`src/rtl/cic_pkg.sv`:
```
// Shared CIC definitions: rate decode, bit-growth constant and the legal interpolation factors.
package cic_pkg;

    localparam int unsigned GROWTH_PER_STAGE = 5;
    localparam int unsigned R_W              = 5;
    localparam int unsigned LOG2R_W          = 3;
    localparam int unsigned N_LEGAL_R        = 5;

    // Element [k] holds the legal factor 2**k.
    localparam logic [N_LEGAL_R-1:0][R_W-1:0] LEGAL_R = {5'd16, 5'd8, 5'd4, 5'd2, 5'd1};

    typedef struct packed {
        logic [R_W-1:0]     r_eff;
        logic [LOG2R_W-1:0] log2r;
    } r_dec_t;

    // Any factor outside the legal list decodes as R=1.
    function automatic r_dec_t decode_r(input logic [R_W-1:0] r);
        r_dec_t d;
        d.r_eff = R_W'(1);
        d.log2r = '0;
        case (r)
            LEGAL_R[0]: begin d.r_eff = LEGAL_R[0]; d.log2r = LOG2R_W'(0); end
            LEGAL_R[1]: begin d.r_eff = LEGAL_R[1]; d.log2r = LOG2R_W'(1); end
            LEGAL_R[2]: begin d.r_eff = LEGAL_R[2]; d.log2r = LOG2R_W'(2); end
            LEGAL_R[3]: begin d.r_eff = LEGAL_R[3]; d.log2r = LOG2R_W'(3); end
            LEGAL_R[4]: begin d.r_eff = LEGAL_R[4]; d.log2r = LOG2R_W'(4); end
            default: ;
        endcase
        return d;
    endfunction

endpackage

```
`src/rtl/cic_integ.sv`:
```
// CIC integrator stage: modulo-2^W accumulator advanced only when enabled.
module cic_integ
    import cic_pkg::*;
#(
    parameter int unsigned W = 21
) (
    input  logic                clk,
    input  logic                rst_n,
    input  logic                i_en,
    input  logic signed [W-1:0] i_din,
    output logic signed [W-1:0] o_acc
);

    logic signed [W-1:0] r_acc;

    always_ff @(posedge clk or negedge rst_n) begin
        if (!rst_n) begin
            r_acc <= '0;
        end else if (i_en) begin
            r_acc <= r_acc + i_din;
        end
    end

    assign o_acc = r_acc;

endmodule

```
`src/rtl/cic_interpolator.sv`:
```
// CIC interpolator: low-rate combs, zero-stuffing upsampler, 6 MHz integrators,
// rounded and saturated output, all on the 18 MHz clock.
module cic_interpolator
    import cic_pkg::*;
#(
    parameter int unsigned DATA_WIDTH = 16,
    parameter int unsigned Q          = 1,
    parameter int unsigned N          = 1
) (
    input  logic                         clk,
    input  logic                         rst_n,
    input  logic [4:0]                   R,
    input  logic signed [DATA_WIDTH-1:0] x_in,
    output logic                         in_req,
    output logic signed [DATA_WIDTH-1:0] x_out,
    output logic                         out_valid
);

    localparam int unsigned ACC_W  = DATA_WIDTH + GROWTH_PER_STAGE * Q;
    localparam int unsigned LOG2N  = $clog2(N);
    localparam int unsigned SH_W   = 5;
    localparam int unsigned TICK_W = 2;

    localparam logic signed [ACC_W-1:0] SAT_MAX = ACC_W'((64'd1 << (DATA_WIDTH - 1)) - 64'd1);
    localparam logic signed [ACC_W-1:0] SAT_MIN = ~SAT_MAX;

    logic [TICK_W-1:0]             r_tick_cnt;
    logic [R_W-1:0]                r_phase;
    logic                          r_in_req;
    logic                          r_out_valid;
    logic signed [DATA_WIDTH-1:0]  r_x_out;
    logic signed [ACC_W-1:0]       r_x;

    logic                          w_tick;
    logic                          w_inject;
    r_dec_t                        w_dec;
    logic [SH_W-1:0]               w_sh;
    logic signed [ACC_W-1:0]       w_stage [Q+1];
    logic signed [ACC_W-1:0]       w_up;
    logic signed [ACC_W-1:0]       w_int [Q];
    logic signed [ACC_W-1:0]       w_round;
    logic signed [ACC_W-1:0]       w_sum;
    logic signed [ACC_W-1:0]       w_v;
    logic signed [DATA_WIDTH-1:0]  w_sat;

    assign w_dec    = decode_r(R);
    assign w_tick   = (r_tick_cnt == TICK_W'(2));
    assign w_inject = w_tick && (r_phase == '0);

    // Divide-by-3 tick and phase counter; a shrunken R wraps the phase on the next tick.
    always_ff @(posedge clk or negedge rst_n) begin
        if (!rst_n) begin
            r_tick_cnt <= '0;
            r_phase    <= '0;
        end else begin
            r_tick_cnt <= w_tick ? '0 : r_tick_cnt + TICK_W'(1);
            if (w_tick) begin
                if (r_phase >= (w_dec.r_eff - R_W'(1))) begin
                    r_phase <= '0;
                end else begin
                    r_phase <= r_phase + R_W'(1);
                end
            end
        end
    end

    // x_in is captured during the cycle in_req is visible, after the combs were sampled.
    always_ff @(posedge clk or negedge rst_n) begin
        if (!rst_n) begin
            r_x <= '0;
        end else if (r_in_req) begin
            r_x <= ACC_W'(x_in);
        end
    end

    assign w_stage[0] = r_x;

    for (genvar gi = 0; gi < Q; gi++) begin : g_comb
        for (genvar gk = 0; gk < N; gk++) begin : g_tap
            logic signed [ACC_W-1:0] r_q;
            if (gk == 0) begin : g_head
                always_ff @(posedge clk or negedge rst_n) begin
                    if (!rst_n) begin
                        r_q <= '0;
                    end else if (r_in_req) begin
                        r_q <= w_stage[gi];
                    end
                end
            end else begin : g_shift
                always_ff @(posedge clk or negedge rst_n) begin
                    if (!rst_n) begin
                        r_q <= '0;
                    end else if (r_in_req) begin
                        r_q <= g_tap[gk-1].r_q;
                    end
                end
            end
        end
        assign w_stage[gi+1] = w_stage[gi] - g_tap[N-1].r_q;
    end

    assign w_up = w_inject ? w_stage[Q] : '0;

    for (genvar gi = 0; gi < Q; gi++) begin : g_integ
        logic signed [ACC_W-1:0] w_din;
        if (gi == 0) begin : g_first
            assign w_din = w_up;
        end else begin : g_chain
            assign w_din = w_int[gi-1];
        end
        cic_integ #(.W(ACC_W)) u_integ (
            .clk   (clk),
            .rst_n (rst_n),
            .i_en  (w_tick),
            .i_din (w_din),
            .o_acc (w_int[gi])
        );
    end

    // Normalise by (R*N)^Q / R with round-half-up, then clip to the output range.
    assign w_sh    = SH_W'((Q - 1) * w_dec.log2r + Q * LOG2N);
    assign w_round = (w_sh == '0) ? '0 : (ACC_W'(1) <<< (w_sh - SH_W'(1)));
    assign w_sum   = w_int[Q-1] + w_round;
    assign w_v     = w_sum >>> w_sh;

    always_comb begin
        w_sat = DATA_WIDTH'(w_v);
        if (w_v > SAT_MAX) begin
            w_sat = DATA_WIDTH'(SAT_MAX);
        end else if (w_v < SAT_MIN) begin
            w_sat = DATA_WIDTH'(SAT_MIN);
        end
    end

    always_ff @(posedge clk or negedge rst_n) begin
        if (!rst_n) begin
            r_in_req    <= 1'b0;
            r_out_valid <= 1'b0;
            r_x_out     <= '0;
        end else begin
            r_in_req    <= w_inject;
            r_out_valid <= w_tick;
            if (w_tick) begin
                r_x_out <= w_sat;
            end
        end
    end

    assign in_req    = r_in_req;
    assign out_valid = r_out_valid;
    assign x_out     = r_x_out;

endmodule

```
`config.mk`:
```
export PLATFORM = sky130hd
export DESIGN_NAME = cic_interpolator
export DESIGN_NICKNAME = d
export VERILOG_FILES = /design/src/rtl/cic_pkg.sv /design/src/rtl/cic_integ.sv /design/src/rtl/cic_interpolator.sv
export SDC_FILE = /design/constraint.sdc
export NUM_CORES = 1
export LEC_CHECK = 0
export BUFFER_PORTS_ARGS = -buffer_cell sky130_fd_sc_hd__clkbuf_2
export CAP_MARGIN = 20
export CORE_MARGIN = 10
export CORE_UTILIZATION = 56
export DETAILED_ROUTE_END_ITERATION = 16
export PLACE_DENSITY = 0.73
export SLEW_MARGIN = 30
export SYNTH_ARGS = -nofsm -noshare
export SYNTH_HDL_FRONTEND = slang
export SYNTH_SLANG_ARGS = --single-unit
```
`constraint.sdc`:
```
create_clock -name clk -period 5.3 [get_ports clk]
set_input_delay 0.795 -clock clk [delete_from_list [all_inputs] [get_ports clk]]
set_output_delay 0.795 -clock clk [all_outputs]
set_load 0.01 [all_outputs]
```
# ---- Word-level counts from Yosys, hierarchy flattened
# Cells that the tools add are included.
dict set report totals {
  regBits 78
  inputBits 23
  out_inout_bits 18
  wordCells 29
}
dict set report op_classes {
  add_sub_neg 5
  order_cmp 3
  n_eq_ne 5
  mux 6
  n_reduce_logical 2
}
# operator n
set ops {}
lappend ops {{2-to-1 mux 16 bit} 2}
lappend ops {{one-hot mux 8 bit (4 select lines)} 1}
lappend ops {{adder 21 bit} 1}
lappend ops {{greater-than comparator 21 x 16 -> 1 bit (second input constant)} 1}
lappend ops {{less-than comparator 21 x 16 -> 1 bit (second input constant)} 1}
lappend ops {{2-to-1 mux 21 bit} 1}
lappend ops {{subtractor 16 x 16 -> 17 bit} 1}
lappend ops {{adder 5 x 1 -> 5 bit (second input constant)} 1}
lappend ops {{equality test 5 x 2 -> 1 bit (second input constant)} 1}
lappend ops {{equality test 5 x 3 -> 1 bit (second input constant)} 1}
lappend ops {{equality test 5 x 4 -> 1 bit (second input constant)} 1}
lappend ops {{equality test 5 bit (second input constant)} 1}
lappend ops {{greater-or-equal comparator 5 bit} 1}
lappend ops {{logical NOT 5 bit} 1}
lappend ops {{2-to-1 mux 5 bit} 1}
lappend ops {{subtractor 5 x 1 -> 5 bit (second input constant)} 1}
lappend ops {{adder 2 x 1 -> 2 bit (second input constant)} 1}
lappend ops {{equality test 2 bit (second input constant)} 1}
lappend ops {{2-to-1 mux 2 bit} 1}
lappend ops {{logical AND 1 bit} 1}

# ---- Depth between registers and ports, before layout
# Gate-level depths: netlist of run 1.
dict set report depth {
  depth_word 5
  ltp_mapped 18
  ltp_nobuf 18
}

# ---- By module
# A second synthesis of run 1 with hierarchy kept.
dict set report hier_totals {
  cells_unflattened 582
  hier_area_um2 5296.3
}
# module n_inst cells_each area_per_inst_um2 seq_area_each_um2
set by_module_without_submodules {}
lappend by_module_without_submodules {cic_interpolator 1 382 3422.0 1426.4}
lappend by_module_without_submodules {cic_integ 1 200 1874.3 525.5}

# ---- Worst setup path before layout of run 1
# OpenSTA, ideal clock, no wires.
dict set report synth_path {
  path_kind {flip-flop to flip-flop}
  from {register r_x[0]}
  to {register g_integ[0].u_integ.r_acc[18]}
  setup_ns 0.104
  arrival_ns 3.597
  required_time_ns 5.196
  slack_ns 1.599
  path_stages_with_launch 17
  n_path_buf 0
  synth_period_minus_slack_ns 3.701
  path_cell_list {dfrtp_1 inv_1 ha_1 fa_1 nand2b_1 a2111oi_0 nor3_1 o21ai_0 xnor2_1 nor2_1 ha_1 a21o_1 a31oi_1 a21oi_2 o211ai_1 mux2_2 o311ai_1}
}
dict set report synth_via {
  elab_chain_cells 3
}
# item line
set synth_rtl {}
lappend synth_rtl {{start, declared} cic_interpolator.sv:32} ;# logic signed [ACC_W-1:0] r_x;
lappend synth_rtl {{start signal, assigned} cic_interpolator.sv:72} ;# r_x <= ACC_W'(x_in);
lappend synth_rtl {{subtractor 16 x 16 -> 17 bit} cic_interpolator.sv:99} ;# assign w_stage[gi+1] = w_stage[gi] - g_tap[N-1].r_q;
lappend synth_rtl {{2-to-1 mux 21 bit} cic_interpolator.sv:102} ;# assign w_up = w_inject ? w_stage[Q] : '0;
lappend synth_rtl {{adder 21 bit} cic_integ.sv:20} ;# r_acc <= r_acc + i_din;
lappend synth_rtl {{end signal, assigned} cic_integ.sv:20}
lappend synth_rtl {{end, declared} cic_integ.sv:14} ;# logic signed [W-1:0] r_acc;
# No other way between the ends.
# A chain may end at the register's enable or synchronous reset.

# ---- Worst setup path in the final report of run 1
# Same ends and word-level chain as after synthesis.

==> out/metrics.yaml, run 1 <==
grt:
  groute.usage.overall_pct: 16.2
  antenna_found_initial: 0
  first_global_vias: 3885
  grt_pass1_wl_mm: 17.9
  grt_max_degree: 79
  globalRoute.totalOverflow: 0
yosys:
  mappedNetlistArea_sq_um: 4990
  yosysSeqAreaShare_pct: 39.1
  mappedNetlistNets: 625
  synth-edff-count: 0
  yosys.area_share.adder_pct: 11.6
  syn_avg_cell_area_sq_um: 8.96
  yosys_register_bits: 78
  synth_top_family_by_area: "compound AO/OA/AOI/OAI gates"
  synth_compound_area_share_pct: 20.6
  synth_top_flop_cell: "sky130_fd_sc_hd__dfrtp_1"
  yosysWarnings: 0
  basic_gate_share_of_the_synthesized_area_counting_and_or_nand_and_nor_cells_pct: 15.5
  yosysUniqueCellTypes: 57
  synth.area.mux_share_pct: 3.81
  asyncSetResetFlopFracSynth_pct: 100
  yosys.area_share.xor_xnor_pct: 4.91
  post_synth_inst_count: 557
setup_path:
  critPathTopFamily: "compound AO/OA/AOI/OAI gates"
  path_class: "reg -> reg"
  worst-endpoint-arrival_ns: 4.46
  cp_max_fo: 5
  crit_path_cell_trace: "inv_1 > ha_1 > fa_1 > nand2b_1 > a2111oi_0 > nor3_1 > o21ai_0 > xnor2_1 > nor2_1 > ha_1 > a21o_1 > a31oi_1 > a21oi_2 > o211ai_1 > mux2_2 > o311ai_1"
  worstReg2RegStart: "r_x[0]$_DFFE_PN0P_"
  crit_path_end_kind: "register"
  buf_inv_on_cp: 1
  start_kind: "register"
  crit_path_largest_cell_delay_ns: 0.55
  first_element_of_the_critical_path: "r_x[0]$_DFFE_PN0P_"
  cp.required_ns: 5.55
  critical_path.slowest_cell: "sky130_fd_sc_hd__a2111oi_0"
  cp_common_cell: "sky130_fd_sc_hd__ha_1"
timing:
  clock.fmax_mhz: 238
  report.final.setup_viol: 0
  fin_setup_tns_ns: 0
  timing_worst_slew_pin_value_ns: 0.697
  layout_worst_path_cycle_share_pct: 79.4
  shortest_period_the_worst_path_allows_ns: 4.21
  finalMaxSlewViolations: 0
  timing.max_slew.rel_slack_pct: 53.5
  hold_viol_final: 0
  setup_repair_after_global_routing_missed_its_margin: "false"
  final.setup_skew_ns: 0.0195
drt:
  drt_first_iter_violations: 166
  mean_routed_wirelength_per_cell_um: 14.7
  totalWireLength_mm: 10.3
  via_per_inst: 5.60
  antenna_violating_nets_post_route: 0
  routed-via-count: 3944
  remaining_drc_errors: 0
  detailed_routing_iterations_pass_1: 4
hold_path:
  worstHoldPathType: "reg -> reg"
  timing.hold.worst.start: "r_tick_cnt[0]$_DFF_PN0_"
floorplan:
  chipHeight_um: 114
  floorplan.die.width_um: 114
  core_sq_um: 8680
  die_area_sq_um: 13100
  io-pin-count: 41
  initial_utilization_pct: 57.5
  row_count: 34
cts:
  clk_latency_ns: 0.36
  post_cts_setup_buffer_count: 0
  number_of_buffers_created_by_cts: 9
  cts-hold-fix-buffers: 0
  tritoncts_num_sinks: 78
  cts_tree: "built"
  worst_setup_hold_path_clk_slew_ns: 0.09
  clockRootBuffer: "sky130_fd_sc_hd__clkbuf_8"
  clock_path_buffers: 2
  cts-htree-levels: 3
  cts_resized: 0
outcome:
  status: "complete, no violations"
power_and_ir_drop:
  power.density_cell_area_nw_per_um2: 557
  standby_leakage_power_uw: 0.00261
  total_power_uw: 3050
  vdd_ir_drop_max_v: 0.000324
cells_and_area:
  final_layout_size_suffix_gt1_share_pct: 14.3
  n_antenna_cell: 0
  layout.cells.most_common: "sky130_fd_sc_hd__nand2_1"
  most-common-layout-cells: "sky130_fd_sc_hd__nand2_1, sky130_fd_sc_hd__dfrtp_1, sky130_fd_sc_hd__o21ai_0"
  area.growth.synth_to_final_pct: 9.65
  layoutNonFillerInstCount: 704
  finish.net_count: 659
placed_design:
  place.detailed.instances: 688
  globalplace.congestion: 0.855
  io_buffer_count: 40
  hpwl_mm: 7.64
run:
  drv.max_cap_violation_count: 0
-- registers in the layout (all words and copies together) (netlist names) --
| register | cells |
|---|---|
| g_integ.u_integ.o_acc | 21 |
| g_comb.g_tap.r_q | 16 |
| r_x | 16 |
| x_out | 16 |
| r_phase | 5 |
| r_tick_cnt | 2 |
| in_req | 1 |
| out_valid | 1 |
-- kinds of logic after synthesis --
kind of cell | Yosys count
compound gates | 169
simple gates | 168
flops | 78
buf+inv | 51
fa+ha+maj | 45
xor+xnor | 28
mux | 17
other cells | 1
-- final cells by class --
type	instances	area, sq um
clock buffer	11	131
clock inverter	5	83.8
fill	759	3210
tap	108	135
inverter	32	120
sequential	78	1950
multi-input combinational	428	2830
timing repair buffer	42	221
-- stage by stage --
step	utilization [%]	hold slack (ns)	setup slack, ns	area [sq um]
after floorplan	-	0.402	1.60	4990
after global placement	60.5	0.414	1.18	5250
after detailed placement	60.5	0.424	1.05	5250
after CTS	62.9	0.439	1.07	5460
after global routing	63.1	0.474	0.742	5470
final	63.1	0.434	1.09	5470
-- worst reg2reg max path, delay by kind of cell, from the launching register on --
kind	cells	cell delay (ns)
xor+xnor	1	0.16
fa+ha+maj	3	0.96
simple gates	3	0.36
mux	1	0.35
compound gates	7	1.84
buf+inv	1	0.06
flops	1	0.36
-- synthesized netlist by cell type, types with 3 or more instances --
cell	number	area (sq um)
sky130_fd_sc_hd__nand3_1	13	65.1
sky130_fd_sc_hd__buf_1	3	11.3
sky130_fd_sc_hd__a31oi_1	5	31.3
sky130_fd_sc_hd__a21oi_1	44	220
sky130_fd_sc_hd__mux2_2	16	180
sky130_fd_sc_hd__nor2_1	34	128
sky130_fd_sc_hd__o21ai_1	6	30.0
sky130_fd_sc_hd__o211ai_1	4	30.0
sky130_fd_sc_hd__nand4_1	4	25.0
sky130_fd_sc_hd__or3_1	3	18.8
sky130_fd_sc_hd__nor3_1	8	40.0
sky130_fd_sc_hd__xor2_1	15	131
sky130_fd_sc_hd__nand2b_1	9	56.3
sky130_fd_sc_hd__clkbuf_1	12	45.0
sky130_fd_sc_hd__o21ai_0	63	315
sky130_fd_sc_hd__a21o_1	16	120
sky130_fd_sc_hd__inv_1	32	120
sky130_fd_sc_hd__a211oi_1	5	37.5
sky130_fd_sc_hd__o21bai_1	3	22.5
sky130_fd_sc_hd__xnor2_1	13	114
sky130_fd_sc_hd__ha_1	43	538
sky130_fd_sc_hd__dfrtp_1	78	1950
sky130_fd_sc_hd__nand2_1	80	300
sky130_fd_sc_hd__o21a_1	4	30.0
sky130_fd_sc_hd__and2_1	3	18.8
sky130_fd_sc_hd__nor4_1	3	18.8
-- per-layer routing --
metal	global-route usage, %	routed length [um]
met1	22.0	5170
met2	25.4	4640
met3	3.04	375
met4	5.51	146
met5	0	0
-- power by group --
group          leakage [uW]  switching (uW)  internal (uW)
registers          0.000922             210            847
logic               0.00159             853            649
clock network     0.0000998             225            266
-- path summary, 6_finish.rpt --
check / slack [ns] / end / cells past startpoint
worst min-delay path: 0.43 / r_tick_cnt[0]$_DFF_PN0_ / 1
min in group asynchronous: 0.47 / x_out[15]$_DFFE_PN0P_ / 1
worst max-delay path: 1.09 / g_integ[0].u_integ.o_acc[18]$_DFFE_PN0P_ / 16
worst min register to register: 0.43 / r_tick_cnt[0]$_DFF_PN0_ / 1
worst max register to register: 1.09 / g_integ[0].u_integ.o_acc[18]$_DFFE_PN0P_ / 16
max in group asynchronous: 4.36 / g_comb[0].g_tap[0].r_q[11]$_DFFE_PN0P_ / 1
Power figures use the tool's default switching activity.
==> run 2: changes to the inputs <==
==> constraint.sdc (replaced) <==
create_clock -name clk -period 3.9 [get_ports clk]
set_input_delay 0.585 -clock clk [delete_from_list [all_inputs] [get_ports clk]]
set_output_delay 0.585 -clock clk [all_outputs]
set_load 0.01 [all_outputs]
==> out/metrics.yaml, run 2 (same netlist as run 1, synthesis figures left out) <==
timing:
  timing.max_slew.rel_slack_pct: 56.3
  holdWs_ns: 0.233
  shortest_period_the_worst_path_allows_ns: 3.74
  final.setup_skew_ns: 0.00514
  timing_worst_slew_pin_value_ns: 0.656
  report.final.setup_viol: 0
  layout_worst_path_cycle_share_pct: 95.9
  finalMaxSlewViolations: 0
  hold_viol_final: 0
  clock.fmax_mhz: 267
placed_design:
  hpwl_mm: 7.94
  io_buffer_count: 40
  place.detailed.instances: 699
  globalplace.congestion: 0.911
  placed_area_sq_um: 5340
power_and_ir_drop:
  pwr-share-seq_pct: 33.6
  standby_leakage_power_uw: 0.00269
  clock_power_share_pct: 15.5
  power.density_cell_area_nw_per_um2: 755
  combinational_cell_fraction_of_total_power_pct: 50.9
  vdd_ir_drop_max_v: 0.000453
  total_power_uw: 4270
  internal_power_uw: 2470
  netSwitchingPower_uw: 1800
  netSwitchingFraction_pct: 42.2
floorplan:
  initial_utilization_pct: 57.5
  row_count: 34
  floorplan.die.width_um: 114
  chipHeight_um: 114
  core_sq_um: 8680
  die_area_sq_um: 13100
  io-pin-count: 41
cts:
  clk_latency_ns: 0.35
  clockRootBuffer: "sky130_fd_sc_hd__clkbuf_8"
  tritoncts_num_sinks: 78
  clock_path_buffers: 2
  number_of_buffers_created_by_cts: 9
  cts_tree: "built"
  cts-htree-levels: 3
  worst_setup_hold_path_clk_slew_ns: 0.08
setup_path:
  crit_path_end_kind: "register"
  critPathTopFamily: "simple AND/OR/NAND/NOR gates"
  critical_path.slowest_cell: "sky130_fd_sc_hd__or4b_1"
  crit_path_cell_trace: "inv_1 > ha_2 > fa_2 > nand2b_4 > buf_4 > a21oi_2 > a31o_1 > a21o_1 > xnor2_1 > nor2_1 > ha_2 > nand2_1 > and2_1 > nor4_1 > a21oi_1 > or4b_1 > nand3_1"
  worst-endpoint-arrival_ns: 4.03
  start_kind: "register"
  cp.required_ns: 4.19
  crit_path_largest_cell_delay_ns: 0.48
  buf_inv_on_cp: 2
  cp_max_fo: 6
  cp_common_cell: "sky130_fd_sc_hd__ha_2"
  path_class: "reg -> reg"
cells_and_area:
  postLayoutCellArea_sq_um: 5650
  area.growth.synth_to_final_pct: 13.2
  n_antenna_cell: 0
  largest_register_ff_count: 21
  final_layout_size_suffix_gt1_share_pct: 18.3
  finish.net_count: 671
  most-common-layout-cells: "sky130_fd_sc_hd__nand2_1, sky130_fd_sc_hd__dfrtp_1, sky130_fd_sc_hd__o21ai_0"
  layoutNonFillerInstCount: 716
  layout.cells.most_common: "sky130_fd_sc_hd__nand2_1"
hold_path:
  worstHoldPathType: "in -> async"
drt:
  totalWireLength_mm: 10.8
  antenna_violating_nets_post_route: 0
  remaining_drc_errors: 0
  mean_routed_wirelength_per_cell_um: 15.0
  detailed_routing_iterations_pass_1: 5
  drt_first_iter_violations: 180
  routed-via-count: 4071
  via_per_inst: 5.69
grt:
  grt_pass1_wl_mm: 18.0
  groute.usage.overall_pct: 16.4
  grt_max_degree: 78
  first_global_vias: 3963
  antenna_found_initial: 0
  globalRoute.totalOverflow: 0
run:
  drv.max_cap_violation_count: 0
outcome:
  status: "complete, no violations"
-- run 2: routing by layer --
layer	global-route usage (%)	wire length, um	vias up
met5	0	0	-
met4	4.93	167	0
met3	4.09	603	17
met2	26.8	4990	90
met1	21.0	5000	1912
li1	-	-	2052
-- run 2: repair_timing --
item,CTS,global route
gates cloned,0,0
buffers inserted,0,1
setup endpoints to repair,8,9
pin swaps,1,6
hold buffers,0,0
resized for setup,3,15
-- run 2: final cells by class --
class | count | area [sq um]
multi-input combinational | 428 | 2900
inverter | 32 | 120
timing repair buffer | 54 | 320
tap | 108 | 135
sequential | 78 | 1950
fill | 769 | 3030
clock inverter | 3 | 40.0
clock buffer | 13 | 179
-- run 2: per-stage QoR --
step | TNS (ns) | utilization [%] | worst slack (ns)
after CTS | 0 | 64.1 | 0.0179
after floorplan | 0 | - | 0.199
after detailed placement | -0.714 | 61.5 | -0.178
final | 0 | 65.1 | 0.159
after global placement | -0.172 | 61.3 | -0.0530
after global routing | -0.0563 | 65.1 | -0.0396
-- run 2: final timing paths --
path | start | to | slack (ns) | cells past startpoint
max in group asynchronous | rst_n | r_x[1]$_DFFE_PN0P_ | 3.08 | 2
min in group clk | r_tick_cnt[0]$_DFF_PN0_ | r_tick_cnt[0]$_DFF_PN0_ | 0.44 | 1
setup reg to reg | r_x[0]$_DFFE_PN0P_ | g_integ[0].u_integ.o_acc[17]$_DFFE_PN0P_ | 0.16 | 17
setup / recovery | r_x[0]$_DFFE_PN0P_ | g_integ[0].u_integ.o_acc[17]$_DFFE_PN0P_ | 0.16 | 17
hold reg to reg | r_tick_cnt[0]$_DFF_PN0_ | r_tick_cnt[0]$_DFF_PN0_ | 0.44 | 1
hold / removal | rst_n | x_out[15]$_DFFE_PN0P_ | 0.23 | 1
-- run 2: power groups by stage --
stage | clock, uW | combinational (uW) | sequential [uW]
floorplan | 0 | 1560 | 1390
global placement | 0 | 2010 | 1430
detailed placement | 0 | 2050 | 1450
CTS | 672 | 2090 | 1430
global route | 701 | 2460 | 1490
finish | 662 | 2170 | 1430
